$ cat src/rtl/ifetch.sv
// ============================================================================
//  Module   : ifetch
//  Purpose  : Byte-serial instruction fetch. Collects four little-endian
//             bytes from the memory controller into one 32-bit word, then
//             holds it until the decoder can take it. Supports flush
//             redirects and a global ready/freeze input.
//  Options  : IFETCH_JAL_PREDICT_EN - when defined, a completed JAL word
//             redirects the next fetch to its target instead of pc + 4.
//  Revision : 1.0 - initial release
// ============================================================================
`default_nettype none

module ifetch (
  input  logic        clk_in,
  input  logic        rst_in,
  input  logic        rdy_in,
  output logic        mem_req,
  output logic [31:0] mem_addr,
  input  logic        mem_ack,
  input  logic [7:0]  mem_byte,
  input  logic        stall_in,
  input  logic        flush_in,
  input  logic [31:0] flush_pc,
  output logic        ifetch_todo,
  output logic [31:0] ifetch_inst,
  output logic [31:0] ifetch_pc
);

  typedef enum logic [0:0] {
    FETCH = 1'b0,
    HOLD  = 1'b1
  } state_t;

  state_t      r_state;
  logic [31:0] r_pc;
  logic [1:0]  r_cnt;
  logic [31:0] r_word;
  logic [31:0] w_next_pc;

`ifdef IFETCH_JAL_PREDICT_EN
  localparam logic [6:0] c_OPCODE_JAL = 7'b1101111;

  logic [31:0] w_jal_imm;

  // Sign-extended J-type immediate of the held word
  assign w_jal_imm = {{11{r_word[31]}}, r_word[31], r_word[19:12],
                      r_word[20], r_word[30:21], 1'b0};

  // Follow a JAL target directly; everything else falls through
  assign w_next_pc = (r_word[6:0] == c_OPCODE_JAL) ? (r_pc + w_jal_imm)
                                                    : (r_pc + 32'd4);
`else
  // Sequential fetch only
  assign w_next_pc = r_pc + 32'd4;
`endif

  // Memory request side: fetch byte pc + byte_cnt while collecting
  assign mem_req  = (r_state == FETCH);
  assign mem_addr = r_pc + {30'd0, r_cnt};

  // Issue pulse: only from HOLD, only when enabled, not stalled, not flushed
  assign ifetch_todo = rdy_in && !flush_in && !stall_in && (r_state == HOLD);
  assign ifetch_inst = r_word;
  assign ifetch_pc   = r_pc;

  // Fetch/hold state machine with byte assembly; flush has top priority
  always_ff @(posedge clk_in or posedge rst_in) begin
    if (rst_in) begin
      r_state <= FETCH;
      r_pc    <= 32'd0;
      r_cnt   <= 2'd0;
      r_word  <= 32'd0;
    end else if (rdy_in) begin
      if (flush_in) begin
        r_state <= FETCH;
        r_pc    <= flush_pc;
        r_cnt   <= 2'd0;
        r_word  <= 32'd0;
      end else begin
        case (r_state)
          FETCH: begin
            if (mem_ack) begin
              case (r_cnt)
                2'd0:    r_word[7:0]   <= mem_byte;
                2'd1:    r_word[15:8]  <= mem_byte;
                2'd2:    r_word[23:16] <= mem_byte;
                default: r_word[31:24] <= mem_byte;
              endcase
              r_cnt <= r_cnt + 2'd1;
              if (r_cnt == 2'd3) begin
                r_state <= HOLD;
              end
            end
          end
          HOLD: begin
            if (!stall_in) begin
              r_pc    <= w_next_pc;
              r_state <= FETCH;
            end
          end
          default: begin
            r_state <= FETCH;
          end
        endcase
      end
    end
  end

endmodule

`default_nettype wire
$ cat config.mk
export PLATFORM = sky130hd
export DESIGN_NAME = ifetch
export DESIGN_NICKNAME = d
export VERILOG_FILES = /design/src/rtl/ifetch.sv
export SDC_FILE = /design/constraint.sdc
export NUM_CORES = 1
export LEC_CHECK = 0
export BUFFER_PORTS_ARGS = -buffer_cell sky130_fd_sc_hd__buf_2
export CAP_MARGIN = 20
export CORE_UTILIZATION = 45
export DETAILED_ROUTE_END_ITERATION = 7
export PLACE_DENSITY = 0.78
export SLEW_MARGIN = 20
export SYNTH_ARGS = -nofsm -noshare
export SYNTH_HDL_FRONTEND = slang
export SYNTH_SLANG_ARGS = --single-unit
$ cat constraint.sdc
create_clock -name clk_in -period 2.6 [get_ports clk_in]
set_input_delay 0.52 -clock clk_in [delete_from_list [all_inputs] [get_ports clk_in]]
set_output_delay 0.52 -clock clk_in [all_outputs]
set_load 0.005 [all_outputs]
==> key figures <==
Run status
  – Status: finished with violations
  – Failing checks: DRC, setup timing

CTS
  – Worst skew pair latency: between 0.3 and 0.4 ns
  – CTS tree: done
  – Num CTS Buffers: 9
  – H-tree levels: 3
  – Clock Pin Slew Worst Setup and Hold Paths: about 0.09 ns
  – Clock sink total: between 60 and 70
  – # hold bufs at CTS: 0
  – CTS Root Cell: clkbuf_8
  – Clk buf depth: 2

Detailed routing
  – Final wirelength: 14.51 mm
  – Via density: 6.014
  – Drt initial violations: roughly 420
  – Vias: 4667
  – Post-route ant nets: 0
  – Wire per inst: 18.69 um
  – TritonRoute pass-1 iters: 8
  – DRC: 9

Floorplanning
  – # IOs: 144
  – Chip height: between 90 and 100 um
  – # rows: 34
  – Core area: roughly 8800 sq um
  – Die Wd: around 100 um
  – Die ar.: 9682 sq um
  – Initial cell density of the core: 0.4726

Logic synthesis
  – Mapped cell area: about 4200 sq um
  – Synth area leader: dfrtp_1
  – Synth area leaders: dfrtp_1, nand2_1, mux2i_1
  – Post-synth EDFFs: 0
  – Flops & latches, synth: 67
  – Syn nets: 526
  – Post-synthesis sequential area ratio: 0.4010
  – Cells after Synth: approximately 470
  – Synth warn: 0
  – Syn_area_per_cell: around 8.9 sq um
  – Library cells used by synthesis: 52
  – Top-area cell type share of the netlist area: 0.4010
  – Post-synth top flop: dfrtp_1
  – Asr flop ratio synth: 1.000

Critical path
  – Req. time, crit path: 2.08 ns
  – CP max FO: 4
  – Worst setup EP type: primary output
  – CP Data Arrival Time: between 2 and 2.5 ns
  – CP Class: register to primary output
  – Worst setup SP type: register

Cells and area
  – Nets@finish: between 700 and 800
  – Register area: ~1700 sq um
  – Layout Utilization: 0.6623
  – Commonest non-fill, non-tap cell in the layout: buf_2
  – Finished Layout Cells: a little under 800
  – Commonest cells after routing, fill and taps aside: buf_2, dfrtp_1, nand2_1
  – Layout cells sized above 1: 0.4072
  – # fillers: a little over 700
  – Design area: roughly 6000 sq um
  – Synth-to-Final Area Change: 40.16%
  – # diodes: 0
  – Multi-input combinational cell area: 2512 sq um

STA
  – Min Tclk post-route: around 2.7 ns
  – RSZ-0062 raised after global routing: true
  – Slew Limit Fails: 0
  – Worst slew margin: 0.3744
  – Final setup fails: 12
  – Fin. Hold Viols: 0
  – F_max: 375.8 MHz
  – Skew final: approximately 0.014 ns
  – Setup WS post-layout: -0.06107 ns
  – Worst slew pin tran: approximately 0.93 ns
  – Fin crit share: 1.023

Pwr
  – Pwr/cell area: 570.3 nW/um^2
  – IR drop worst, VDD: 426.6 uV
  – Static leakage: ~2.9 nW

Placement
  – Dpl cells: 734
  – # port buffers: about 140
  – Post-Place Cell Area: 5219 sq um
  – Dpl hpwl: around 10 mm
  – GPL Wtd Cong: 0.9195

GRT
  – Antenna violations before repair: 0
  – Largest net degree at the start of global routing: 39
  – Global route overflow: 0
  – Tot GR Track Use: 0.3008
  – Global-route wire length before repair: between 20 and 25 mm
  – Vias in the first global route: 4623

Job
  – Max_cap viols: 0

Min path
  – Hold/Removal Path Class: primary input to asynchronous set/reset pin
synthesized netlist by cell type, types with 15 or more instances:
cell type,n
dfrtp_1,67
nor2_1,37
xor2_1,15
nand4_1,17
o2bb2ai_1,17
mux2i_1,20
nand3_1,22
nand2_1,64
xnor2_1,16
o21ai_0,20
clkbuf_1,20
a21oi_1,15
inv_1,15
nor3_1,20
per-layer routing:
metal,global-route usage,up-vias,part of all wire,wire length [um]
li1,-,2110,-,-
met1,0.3694,2220,0.39,5623
met2,0.4913,281,0.48,6904
met3,0.06084,56,0.092,1338
met4,0.1780,0,0.044,641
met5,0,-,0,0
worst max-delay path, cell delays in order (launching register included):
cell     delay [ns]
dfrtp_2        0.39
buf_6          0.11
nand2_4        0.05
or4_4          0.55
nor3_4         0.27
nand2_2        0.12
xnor2_1        0.15
buf_2          0.13
through the flow:
stage	setup slack [ns]	hold WS (ns)	power (mW)	TNS [ns]
floorplan	0.3131	0.4628	1.819	0
global placement	0.2086	0.4470	2.258	0
detailed placement	0.1854	0.4533	2.288	0
CTS	-0.03593	0.2792	3.269	-0.2363
global route	-0.1738	0.3221	3.513	-1.753
finish	-0.06107	0.2594	3.343	-0.4694
final cells by class:
cell class	count	share of cell area
multi-input combinational	363	0.4287
inverter	16	0.01025
clock buffer	9	0.02114
tap	108	0.02306
clock inverter	7	0.01409
timing repair buffer	206	0.2154
sequential	67	0.2874
power breakdown:
part / leakage [nW] / internal (mW) / switching, mW / total [mW]
combinational: 1.97 / 0.498 / 0.549 / 1.05
clock: 0.0988 / 0.460 / 0.490 / 0.950
sequential: 0.840 / 1.20 / 0.149 / 1.34
what timing repair did:
item / 4_1_cts / 5_1_grt
buffers inserted: 15 / 10
pin swaps: 10 / 18
setup endpoints to repair: 20 / 21
resized for setup: 20 / 34
cloned: 0 / 1
final timing paths:
path / startpoint / endpoint / slack, ns / cells after the start
setup / recovery: ifetch_pc[3] / mem_addr[31] / -0.06 / 7
hold / removal: rst_in / ifetch_inst[8] / 0.26 / 2
setup reg to reg: ifetch_pc[3] / ifetch_pc[18] / 0.29 / 10
hold reg to reg: ifetch_inst[29] / ifetch_inst[29] / 0.48 / 2
max in group asynchronous: rst_in / ifetch_pc[21] / 1.67 / 3
min in group clk_in: flush_pc[0] / ifetch_pc[0] / 0.36 / 3
state kept, by name, summed over array words and instances, names as in the netlist:
register and count:
r_cnt 2, ifetch_pc 32, r_state 1, ifetch_inst 32
kinds of logic (layout without fill, tap and decap cells):
| logic type | after synthesis | count (layout) | share of synthesized area |
|---|---|---|---|
| adder cells (fa/ha/maj) | 8 | 8 | 0.02573 |
| AND/OR/NAND/NOR | 205 | 205 | 0.2546 |
| XOR/XNOR | 31 | 31 | 0.06493 |
| buffers and inverters | 42 | 238 | 0.03919 |
| multiplexers | 20 | 20 | 0.04788 |
| AO/OA/AOI/OAI | 99 | 99 | 0.1667 |
| flip-flops | 67 | 67 | 0.4010 |
Note: power is estimated with default switching activity, not from simulation.
